==> config.mk <==
export PLATFORM = sky130hd
export DESIGN_NAME = fifo_burst_reader
export DESIGN_NICKNAME = d
export VERILOG_FILES = /design/src/rtl/fifo_burst_reader.sv
export SDC_FILE = /design/constraint.sdc
export NUM_CORES = 1
export LEC_CHECK = 0
export CORE_ASPECT_RATIO = 1.75
export CORE_MARGIN = 10
export CORE_UTILIZATION = 43
export DETAILED_ROUTE_END_ITERATION = 12
export HOLD_SLACK_MARGIN = 0.15
export MAX_ROUTING_LAYER = met4
export PLACE_DENSITY = 0.77
export SLEW_MARGIN = 20
export SYNTH_ARGS = -nofsm -noshare
export SYNTH_HDL_FRONTEND = slang
export SYNTH_SLANG_ARGS = --single-unit
==> constraint.sdc <==
create_clock -name clk -period 2.51 [get_ports clk]
set_clock_uncertainty 0.05 [all_clocks]
set_input_delay 0.6275 -clock clk [delete_from_list [all_inputs] [get_ports clk]]
set_output_delay 0.6275 -clock clk [all_outputs]
set_load 0.03 [all_outputs]
==> src/rtl/fifo_burst_reader.sv <==
// Pulls fixed-size bursts out of an upstream FIFO: a full BURST_LEN burst once enough data
// is queued, or a short burst of whatever is present after TIMEOUT idle cycles.
module fifo_burst_reader #(
  parameter int DATA_WIDTH    = 8,
  parameter int FIFO_DEPTH    = 256,
  parameter int LB_FIFO_DEPTH = $clog2(FIFO_DEPTH),
  parameter int BURST_LEN     = 16,
  parameter int TIMEOUT       = 64
) (
  input  logic                           clk,
  input  logic                           rst,
  input  logic                           clear,
  input  logic [DATA_WIDTH-1:0]          in_data,
  input  logic                           in_valid,
  output logic                           in_ready,
  input  logic [LB_FIFO_DEPTH:0]         in_count,
  output logic [DATA_WIDTH-1:0]          out_data,
  output logic                           out_valid,
  input  logic                           out_ready,
  output logic                           out_last,
  output logic [$clog2(BURST_LEN+1)-1:0] out_len
);
  localparam int LW = $clog2(BURST_LEN+1);
  localparam int TW = (TIMEOUT > 1) ? $clog2(TIMEOUT) : 1;
  localparam int CW = LB_FIFO_DEPTH + 1;
  localparam logic [CW-1:0] BL_C  = CW'(BURST_LEN);
  localparam logic [LW-1:0] BL_L  = LW'(BURST_LEN);
  localparam logic [TW-1:0] T_MAX = TW'(TIMEOUT-1);

  typedef enum logic {IDLE, BURST} state_t;

  state_t        state, state_nxt;
  logic [LW-1:0] beat_cnt, len;
  logic [TW-1:0] timer;
  logic          abort, cnt_nz, start_full, start_short, last, beat;

  assign abort       = rst | clear;
  assign cnt_nz      = (in_count != '0);
  assign start_full  = (state == IDLE) && (in_count >= BL_C);
  // full-burst rule wins when both could fire
  assign start_short = (state == IDLE) && cnt_nz && !start_full && (timer == T_MAX);
  assign last        = (state == BURST) && (beat_cnt == len - 1'b1);
  assign beat        = (state == BURST) && in_valid && out_ready && !abort;

  always_ff @(posedge clk) begin
    if (abort) state <= IDLE;
    else       state <= state_nxt;
  end

  always_comb begin
    state_nxt = state;
    case (state)
      IDLE:    if (start_full || start_short) state_nxt = BURST;
      BURST:   if (beat && last)              state_nxt = IDLE;
      default: state_nxt = IDLE;
    endcase
  end

  always_ff @(posedge clk) begin
    if (abort) begin
      beat_cnt <= '0;
      len      <= '0;
      timer    <= '0;
    end else if (state == IDLE) begin
      beat_cnt <= '0;
      if (start_full) begin
        len   <= BL_L;
        timer <= '0;
      end else if (start_short) begin
        len   <= LW'(in_count);
        timer <= '0;
      end else if (cnt_nz) begin
        timer <= (timer == T_MAX) ? timer : timer + 1'b1;
      end else begin
        timer <= '0;
      end
    end else begin
      timer <= '0;
      if (beat) begin
        if (last) begin
          beat_cnt <= '0;
          len      <= '0;
        end else begin
          beat_cnt <= beat_cnt + 1'b1;
        end
      end
    end
  end

  // pure pass-through handshake while bursting; everything quiet while reset/clear is high
  always_comb begin
    in_ready  = 1'b0;
    out_valid = 1'b0;
    out_last  = 1'b0;
    out_len   = '0;
    out_data  = in_data;
    if (state == BURST && !abort) begin
      in_ready  = out_ready;
      out_valid = in_valid;
      out_last  = last;
      out_len   = len;
    end
  end
endmodule

# After elaboration in Yosys (flattened, before gate mapping)
# Index checks and enable logic that the tools add are counted.
# W data, S select, Z words.
op_classes:
  n_reduce_logical: 18
  magnitude_cmp: 1
  shifts: 0
  n_bitwise: 3
  addsub: 3
  n_div: 0
  multipliers: 0
  n_mux: 13
  eq_ne: 4
op_table:
  columns: ["operator", "count"]
  rows:
  - ["$mux W5", 7]
  - ["$logic_and A1 B1 Y1", 10]
  - ["$ge A9 B5 Y1 const B", 1]
  - ["$reduce_bool A9 Y1", 1]
  - ["$add A6 B1 Y6 const B", 1]
  - ["$eq A6 B6 Y1 const B", 1]
  - ["$add A5 B1 Y5 const B", 1]
  - ["$eq A5 B5 Y1", 1]
  - ["$mux W1", 5]
  - ["$reduce_or A5 Y1", 1]
  - ["$sub A5 B1 Y5 const B", 1]
  - ["$ne A2 B1 Y1 const B", 2]
  - ["$reduce_and A3 Y1", 1]
  - ["$reduce_bool A3 Y1", 1]
  - ["$logic_not A1 Y1", 2]
  - ["$not A1 Y1", 2]
  - ["$pmux W1 S2", 1]
  - ["$reduce_or A2 Y1", 1]
  - ["$logic_or A1 B1 Y1", 1]
  - ["$or A1 B1 Y1", 1]
totals:
  latch_bits: 0
  romBits: 0
  ram_bits: 0
  output_inout_bits: 16
  register_bits: 17
  wordCells: 46
  n_memories: 0
  inputBits: 22

# Depth between registers and ports, before layout
# Gate-level depths: netlist of run 1.
logic_depth:
  depth_word: 8
  mapped_depth: 8
  mapped_depth_nobuf: 7

# Worst setup path after synthesis of run 1
# No wires, ideal clock.
synth_path:
  kind: "register to output"
  start: "register len[0]"
  end: "output out_last"
  t_arrival_ps: 1811
  setup_slack_ps: 21
  path_stages_with_launch: 8
  n_path_buf: 1
  t_required_ps: 1832
  cell_sequence: "dfxtp_1 -> inv_1 -> ha_1 -> xnor2_1 -> a211oi_1 -> o311ai_2 -> buf_6 -> nor2_1"
synth_via:
  elab_chain_cells: 4
synth_rtl:
  columns: ["item", "line", "text"]
  rows:
  - ["from (decl)", "33", "logic [LW-1:0] beat_cnt, len;"]
  - ["from (signal assigned)", "70", "len <= LW'(in_count);"]
  - ["$sub A5 B1 Y5", "42", "assign last = (state == BURST) && (beat_cnt == len - 1'b1);"]
  - ["$eq A5 B5 Y1", "42", null]
  - ["$logic_and A1 B1 Y1", "42", null]
  - ["$mux W1", "97", "if (state == BURST && !abort) begin"]
  - ["to (decl)", "20", "output logic out_last,"]
# No other way between the ends.

# Worst setup path after layout of run 1
# Same ends and word-level chain as after synthesis.

==> out/summary.txt, run 1 <==
share of power burned in combinational logic: 0.088
Vias/cell: 5.38
Avg Inst Size Synth: 7.66 µm²
Area Growth Syn to Fin: 23.6%
Root Driver: clkbuf_8
Final Net Count: 177
Post-synth ARST share: 0
clk sinks: 17
drt total wl: 2.33 mm
vias in the first global route: 996
P_int: 0.410 mW
Final Hold Vio Count: 0
first-pass GRT wire length: 4.09 mm
critical path's largest stage delay: 0.36 ns
Worst Max-Slew Pin Slew: 0.402 ns
Max clock buf depth: 2
hold wc startpoint: timer[0]
First-pass DRT Iterations: 4
Worst-path clk slew: 0.06 ns
post-synthesis sequential area ratio: 0.337
total chip power: 0.519 mW
grt total ovfl: 0
most frequent cell after synthesis: nand2_1
Critical Path, Cell by Cell: inv_1 > ha_2 > xnor2_1 > a211oi_2 > o311ai_2 > nor2_1 > buf_4
largest net degree at the start of global routing: 13
antenna violations before repair: 0
# hold bufs at CTS: 0
GRT Total Usage: 0.104
register share of total power: 0.530
core area: 0.00227 mm²
DR WL/cell: 13.2 µm
CP required: 1.83 ns
Post-Syn Nets: 157
Worst Path Max Fanout: 4
TritonCTS buffer count: 3
post-placement cell count: 172
Die Wd: 56.7 µm
hold crit path type: flop to flop
Layout Cells excl Fill: 176
area leader, netlist: dfxtp_1
CP Class: flop to output port
setup tns final: 0 ns
max-cap viol count: 0
n_diodes: 0
Worst IR Drop VDD: 0.000385 V
Max Slew Vio Count: 0
Worst-Skew Late Latency: 0.24 ns
Startpoint Class: flop
CP arrival: 1.73 ns
clock share of power: 0.381
H-tree Lvls: 1
Sw Pwr: 0.108 mW
Vias: 946
Slew HR: 0.729
Area contributors post-synth: dfxtp_1 34%, nand2_1 7.8%, nor2_1 6.7%
gpl congestion: 0.895
share of the synthesized area in the top cell type: 0.337
Detail Route Antenna Nets: 0
residual DRC count: 0
critical path startpoint: len[0]
ratio of cells with drive above 1 in the final layout: 0.152
I/O Pins: 38
P per Cell Area: 415 mW/mm²
leading cell types by count after synthesis: 21 x nand2_1, 18 x nor2_1, 17 x dfxtp_1
Initial Util: 0.445
switch share: 0.208
Core Rows: 23
total die area: 0.00477 mm²
min cycle time layout: 2.40 ns
flops & latches, synth: 17
Leakage: 0.451 nW
CP endpoint kind: output port
dominant register cell in the synthesized netlist: dfxtp_1
fin area: 0.00125 mm²
Die Height: 84.1 µm
DP Area: 0.00119 mm²
setup violators final: 0
TritonCTS clock tree: done
period utilisation layout: 0.957
IO buf count: 21
status: completed
Synth cell types: 34
Synth Instances: 132
Slowest cell on crit path: dfxtp_4
DRT iter0 DRCs: 12
number of enable flip-flop cells after synthesis: 0
Post-DP HPWL: 1.93 mm
synthesized cell area: 0.00101 mm²
RR Startpoint: len[0]
synth warn: 0
fmax: 416 MHz
WHS: 0.399 ns
## layout by cell type (no fill, tap or decap), types with 2 or more instances in the layout
cell	count
a21oi_1	3
a31oi_1	2
and3_1	5
buf_4	13
clkbuf_8	3
clkdlybuf4s50_1	13
dfxtp_1	16
ha_1	2
inv_1	3
nand2_1	20
nand3_1	8
nand4_1	2
nor2_1	18
nor3_1	5
o21ai_0	6
o31ai_1	2
xnor2_1	5
xor2_1	5
## through the flow
step                utilization  setup WS [ns]
floorplan                     -         0.0211
global placement          0.524          0.142
detailed placement        0.524          0.108
CTS                       0.544         0.0324
global route              0.550        -0.0320
finish                    0.550          0.107
## layout make-up
type | count | area, µm²
inverter | 3 | 11.3
sequential | 17 | 344
tap | 25 | 31.3
fill | 222 | 1020
timing repair buffer | 26 | 228
multi-input combinational | 101 | 591
clock buffer | 4 | 45.0
## power groups by stage
stage	Sequential [mW]	Combinational (mW)	Clock, mW
6_report	0.275	0.0458	0.198
2_1_floorplan	0.280	0.0408	0
3_5_place_dp	0.282	0.0453	0
3_3_place_gp	0.282	0.0440	0
4_1_cts	0.276	0.0453	0.205
5_1_grt	0.275	0.0502	0.214
## flip-flops by register name, indices dropped and copies added, names as in the netlist
signal    flops
timer         6
len           5
state         1
beat_cnt      5
## what timing repair did
action / in CTS / in global routing
buffers inserted: 0 / 0
setup endpoints to repair: 1 / 3
pin swaps: 0 / 2
gates resized for setup: 1 / 4
## metal layers
| layer | track usage | part of all wire | wire (µm) | vias up |
|---|---|---|---|---|
| li1 | - | - | - | 481 |
| met1 | 0.0898 | 0.37 | 870 | 440 |
| met2 | 0.194 | 0.56 | 1310 | 21 |
| met3 | 0.0332 | 0.049 | 113 | 4 |
| met4 | 0.0440 | 0.015 | 34 | 0 |
| met5 | - | 0 | 0 | - |
## critical path: cells and delay by family (launching register included)
family	cells	cell delay, ns
flip-flops	1	0.36
AO/OA/AOI/OAI	2	0.36
adder cells (fa/ha/maj)	1	0.27
buffers and inverters	2	0.24
XOR/XNOR	1	0.13
AND/OR/NAND/NOR	1	0.12
## logic make-up (layout without fill, tap and decap cells)
family                   count (synthesis)  after routing  synth area share
buffers and inverters                   14             33            0.0891
flip-flops                              17             17             0.337
AND/OR/NAND/NOR                         70             70             0.335
adder cells (fa/ha/maj)                  3              3            0.0371
AO/OA/AOI/OAI                           18             18             0.115
XOR/XNOR                                10             10            0.0866
## worst paths after layout
path | slack, ns | depth (start not counted) | to
max reg2reg | 0.56 | 8 | len[0]
max | 0.11 | 7 | out_last
min | 0.40 | 1 | timer[0]
min reg2reg | 0.40 | 1 | timer[0]
No activity file was read; power rests on OpenSTA's default activity.
==> run 2: changes to the inputs <==
--- a/config.mk
+++ b/config.mk
@@ -9,6 +9,7 @@
 export CORE_MARGIN = 10
 export CORE_UTILIZATION = 43
 export DETAILED_ROUTE_END_ITERATION = 12
+export GPL_TIMING_DRIVEN = 0
 export HOLD_SLACK_MARGIN = 0.15
 export MAX_ROUTING_LAYER = met4
 export PLACE_DENSITY = 0.77
==> out/summary.txt, run 2 (synthesis results as in run 1) <==
status: completed
Worst IR Drop VDD: 0.000262 V (-32%)
Slowest cell on crit path: clkdlybuf4s50_1
antenna violations before repair: 0 (unchanged)
Max Slew Vio Count: 0 (unchanged)
setup violators final: 0 (unchanged)
most frequent cells in the layout: 21 x clkdlybuf4s50_1, 20 x nand2_1, 18 x buf_4
max-cap viol count: 0 (unchanged)
DP Area: 0.00133 mm² (+12%)
Worst Max-Slew Pin Slew: 0.548 ns (+0.147 ns)
met3 Usage GRT: 0.0347 (+0.00151)
Slew HR: 0.631 (-0.0983)
DRT iter0 DRCs: 30 (+18)
GRT Total Usage: 0.121 (+0.0175)
P per Cell Area: 383 mW/mm² (-7.7%)
I/O Pins: 38 (unchanged)
Die Height: 84.1 µm (unchanged)
DR WL/cell: 14.8 µm (+12%)
global routing usage on met2: 0.219 (+0.0251)
R2R cell count: 9 (+1)
CP endpoint kind: output port
Area Growth Syn to Fin: 46.0%
post-placement cell count: 186 (+8.1%)
Biggest register: timer
grt total ovfl: 0 (unchanged)
Worst-path clk slew: 0.06 ns (about the same)
Leakage: 0.554 nW (+23%)
RSZ-0062 raised after global routing: true
vias in the first global route: 1114 (+12%)
ratio of cells with drive above 1 in the final layout: 0.254 (+0.102)
Final Hold Vio Count: 0 (unchanged)
hold crit path type: flop to flop
Core Rows: 23 (unchanged)
number of fillers in the final layout: 192 (-14%)
core area: 0.00227 mm² (unchanged)
most common cell after layout, fill and taps aside: clkdlybuf4s50_1
min cycle time layout: 2.49 ns (+0.0896 ns)
Layout Cells excl Fill: 198 (+13%)
CP required: 1.83 ns (about the same)
H-tree Lvls: 1 (unchanged)
max FFs per register: 6 (unchanged)
TritonCTS buffer count: 3 (unchanged)
worst path bufs/invs: 2 (unchanged)
Final Net Count: 199 (+12%)
total die area: 0.00477 mm² (unchanged)
Vias/cell: 5.38 (about the same)
CP arrival: 1.82 ns (+0.09 ns)
Startpoint Class: input pin
biggest regs: timer x6, beat_cnt x5, len x5
Worst Path Max Fanout: 8 (+4)
FF+latch area: 345 µm² (+0.36%)
Crit path depth: 4 (-3)
Vias: 1065 (+13%)
TritonCTS clock tree: done
busiest layer in global routing: met2
gpl congestion: 0.859 (-4.0%)
IO buf count: 29 (+38%)
period utilisation layout: 0.993 (+0.0357)
Root Driver: clkbuf_8
largest net degree at the start of global routing: 11 (-2)
cell family with most CP delay: buffers and inverters
First-pass DRT Iterations: 4 (unchanged)
Die Wd: 56.7 µm (unchanged)
setup tns final: 0 ns (unchanged)
clk sinks: 17 (unchanged)
Max clock buf depth: 2 (unchanged)
post-layout util: 0.649 (+0.0996)
Critical Path, Cell by Cell: clkdlybuf4s50_1 > nor2_4 > and3_1 > clkdlybuf4s15_2
first-pass GRT wire length: 4.77 mm (+17%)
fin area: 0.00148 mm² (+18%)
met1 usage in global routing: 0.108 (+0.0184)
residual DRC count: 0 (unchanged)
Initial Util: 0.445 (unchanged)
drt total wl: 2.94 mm (+26%)
Worst-Skew Late Latency: 0.26 ns (+0.02 ns)
# hold bufs at CTS: 0 (unchanged)
worst hold path cell count: 1 (unchanged)
critical path's largest stage delay: 0.46 ns (+0.10 ns)
Post-DP HPWL: 2.19 mm (+14%)
multi-input logic area: 637 µm² (+7.8%)
fmax: 401 MHz (-3.6%)
CP Class: input pin to output port
n_diodes: 0 (unchanged)
Detail Route Antenna Nets: 0 (unchanged)
run 2: repair_timing:
| item | in CTS | in global routing |
|---|---|---|
| gates resized for setup | 39 | 23 |
| hold endpoints to repair | 0 | 0 |
| pin swaps | 3 | 4 |
| endpoints found under the setup margin | 8 | 6 |
| gates cloned | 0 | 0 |
| setup buffers | 2 | 6 |
run 2: final timing paths:
path,start,to,slack [ns]
hold / removal,timer[0],timer[0],0.41
setup / recovery,clear,out_valid,0.02
hold reg to reg,timer[0],timer[0],0.41
setup reg to reg,len[0],len[2],0.49
run 2: routing by layer:
| metal | vias to the layer above | share of wire |
|---|---|---|
| met4 | 0 | 0.021 |
| met2 | 33 | 0.54 |
| met5 | - | 0 |
| met1 | 501 | 0.38 |
| met3 | 5 | 0.054 |
| li1 | 526 | - |
run 2: cell type report:
| cell class | count | share of cell area |
|---|---|---|
| flip-flops and latches | 17 | 0.234 |
| clock buffers | 4 | 0.0305 |
| plain buffers | 11 | 0.0534 |
| multi-input cells | 101 | 0.431 |
| well taps | 25 | 0.0212 |
| repair buffers | 37 | 0.222 |
| inverters | 3 | 0.00763 |
run 2: stage by stage:
stage | setup slack, ns | hold slack (ns) | power (mW)
6_report | 0.0171 | 0.414 | 0.565
5_1_grt | -0.0326 | 0.433 | 0.584
4_1_cts | -0.0315 | 0.415 | 0.570
3_5_place_dp | -0.820 | 0.404 | 0.363
3_3_place_gp | -0.770 | 0.378 | 0.361
2_1_floorplan | 0.0211 | 0.368 | 0.321
run 2: where the power goes:
part | total [mW] | internal (mW) | switching [mW] | leakage [nW]
clock | 0.206 | 0.113 | 0.0931 | 0.0228
sequential | 0.273 | 0.271 | 0.00197 | 0.139
combinational | 0.0861 | 0.0445 | 0.0416 | 0.392
total | 0.565 | 0.429 | 0.137 | 0.554
==> run 3: changes to the inputs <==
--- a/config.mk
+++ b/config.mk
@@ -7,13 +7,12 @@
 export LEC_CHECK = 0
 export CORE_ASPECT_RATIO = 1.75
 export CORE_MARGIN = 10
-export CORE_UTILIZATION = 43
+export CORE_UTILIZATION = 39
 export DETAILED_ROUTE_END_ITERATION = 12
 export GPL_TIMING_DRIVEN = 0
 export HOLD_SLACK_MARGIN = 0.15
 export MAX_ROUTING_LAYER = met4
-export PLACE_DENSITY = 0.77
-export SLEW_MARGIN = 20
+export PLACE_DENSITY = 0.74
 export SYNTH_ARGS = -nofsm -noshare
 export SYNTH_HDL_FRONTEND = slang
 export SYNTH_SLANG_ARGS = --single-unit
==> constraint.sdc (replaced) <==
create_clock -name clk -period 2.1 [get_ports clk]
set_clock_uncertainty 0.05 [all_clocks]
set_input_delay 0.525 -clock clk [delete_from_list [all_inputs] [get_ports clk]]
set_output_delay 0.525 -clock clk [all_outputs]
set_load 0.03 [all_outputs]
==> out/summary.txt, run 3 (synthesis results as in run 1) <==
CP Class: flop to output port
Hold Crit Endpoint: timer[0]
worst hold path cell count: 1 (unchanged)
Worst-Skew Late Latency: 0.26 ns (about the same)
Biggest register: timer
post-placement cell count: 187 (+0.54%)
pre-CTS setup slack: -1.03 ns (-0.206 ns)
flop2flop setup slack: 0.29 ns (-0.20 ns)
drt total wl: 2.91 mm (-1.2%)
hold crit path type: flop to flop
Layout Cells excl Fill: 196 (-1.0%)
# hold bufs at CTS: 0 (unchanged)
max FFs per register: 6 (unchanged)
Worst Max-Slew Pin Slew: 0.476 ns (-0.0718 ns)
setup violators final: 1 (+1)
I/O Pins: 38 (unchanged)
Leakage: 0.549 nW (-0.85%)
worst setup margin: -0.181 ns (-0.198 ns)
setup tns final: -0.181 ns (-0.181 ns)
most common cell after layout, fill and taps aside: nand2_1
Max Slew Vio Count: 0 (unchanged)
Initial Util: 0.406 (-0.0391)
TritonCTS clock tree: done
residual DRC count: 0 (unchanged)
DR WL/cell: 14.8 µm (-0.18%)
total die area: 0.00511 mm² (+7.2%)
GRT Total Usage: 0.121 (-0.000642)
Area Growth Syn to Fin: 44.2%
post-layout util: 0.585 (-0.0646)
DRT iter0 DRCs: 30 (unchanged)
ratio of cells with drive above 1 in the final layout: 0.247 (-0.00728)
status: finished with violations
reg2reg end: len[4]
fin area: 0.00146 mm² (-1.3%)
most frequent cells in the layout: 20 x nand2_1, 19 x clkdlybuf4s50_1, 16 x nor2_1
P per Cell Area: 466 mW/mm² (+22%)
min cycle time layout: 2.28 ns
First-pass DRT Iterations: 4 (unchanged)
gpl congestion: 0.910 (+6.0%)
antenna violations before repair: 0 (unchanged)
largest net degree at the start of global routing: 11 (unchanged)
max-cap viol count: 0 (unchanged)
vias in the first global route: 1096 (-1.6%)
Worst Path Max Fanout: 2 (-6)
grt total ovfl: 0 (unchanged)
first-pass GRT wire length: 4.80 mm (+0.73%)
period utilisation layout: 1.09
DP Area: 0.00134 mm² (+0.75%)
failing checks: negative setup slack
Startpoint Class: flop
Detail Route Antenna Nets: 0 (unchanged)
core area: 0.00249 mm² (+9.6%)
n_diodes: 0 (unchanged)
Post-DP HPWL: 2.17 mm (-0.98%)
Die Height: 87.4 µm (+3.8%)
Slew HR: 0.680 (+0.0488)
biggest regs: timer x6, beat_cnt x5, len x5
CP endpoint kind: output port
RR Startpoint: len[0]
Max clock buf depth: 2 (unchanged)
Die Wd: 58.5 µm (+3.2%)
Core Rows: 24 (+4.3%)
Final Net Count: 196 (-1.5%)
Final Hold Vio Count: 0 (unchanged)
number of fillers in the final layout: 227 (+18%)
R2R cell count: 9 (unchanged)
RSZ-0062 raised after global routing: true
Vias/cell: 5.34 (-0.69%)
H-tree Lvls: 1 (unchanged)
Root Driver: clkbuf_8
fmax: 438 MHz
IO buf count: 29 (unchanged)
Vias: 1047 (-1.7%)
TritonCTS buffer count: 3 (unchanged)
CP required: 1.52 ns (-0.31 ns)
Worst-path clk slew: 0.07 ns (about the same)
CP arrival: 1.71 ns (-0.11 ns)
hold wc startpoint: timer[0]
clk sinks: 17 (unchanged)
Worst IR Drop VDD: 0.000534 V (+100%)
run 3: changes by cell type in the layout (fill, tap and decap cells not counted), sizes merged:
cell / before / now
dlygate4sd2: 0 / 2
clkbuf: 6 / 5
clkdlybuf4s50: 21 / 19
clkinv: 0 / 1
nor2: 18 / 19
buf: 24 / 20
run 3: how the worst max path moves through the flow:
stage	from	end	slack, ns	cells past startpoint
floorplan	len[1]	out_last	0.002	7
global placement	clear	out_len[1]	-1.02	5
detailed placement	clear	out_len[1]	-1.03	5
CTS	len[0]	out_last	-0.17	8
global route	len[1]	out_last	-0.23	8
finish	len[0]	out_last	-0.18	8
run 3: power breakdown:
part | internal [mW] | total [mW] | switching (mW)
registers | 0.325 | 0.328 | 0.00239
clock network | 0.132 | 0.248 | 0.116
logic | 0.0517 | 0.104 | 0.0521
run 3: area by class of cell:
cell class,count,area [µm²],share of cell area
Clock buffer,3,41.3,0.0283
Buffer,11,80.1,0.0549
Clock inverter,1,5.00,0.00343
Inverter,3,11.3,0.00773
Multi-Input combinational cell,102,649,0.445
Sequential cell,17,343,0.235
Tap cell,26,32.5,0.0223
Timing Repair Buffer,33,295,0.203
run 3: metrics by stage:
stage               hold slack [ns]  power [mW]
floorplan                     0.368       0.383
global placement              0.378       0.432
detailed placement            0.390       0.434
CTS                           0.400       0.679
global route                  0.419       0.702
finish                        0.397       0.680
run 3: per-layer routing:
layer | track usage | vias up | wire, µm
met5 | - | - | 0
met4 | 0.0579 | 0 | 60
met3 | 0.0336 | 7 | 146
met1 | 0.112 | 495 | 1090
met2 | 0.217 | 24 | 1600
li1 | - | 521 | -
run 3: critical path, cell delays in order (launching register included):
cell and delay [ns]:
dfxtp_2 0.33, inv_2 0.05, ha_4 0.24, xnor2_2 0.13, a211oi_2 0.17, o311ai_2 0.16
buf_6 0.16, nor2_4 0.07, buf_6 0.13
run 3: what timing repair did:
action | 4_1_cts | 5_1_grt
resized for setup | 50 | 10
gates cloned | 1 | 0
pin swaps | 6 | 2
endpoints found under the setup margin | 8 | 10
setup buffers | 4 | 0
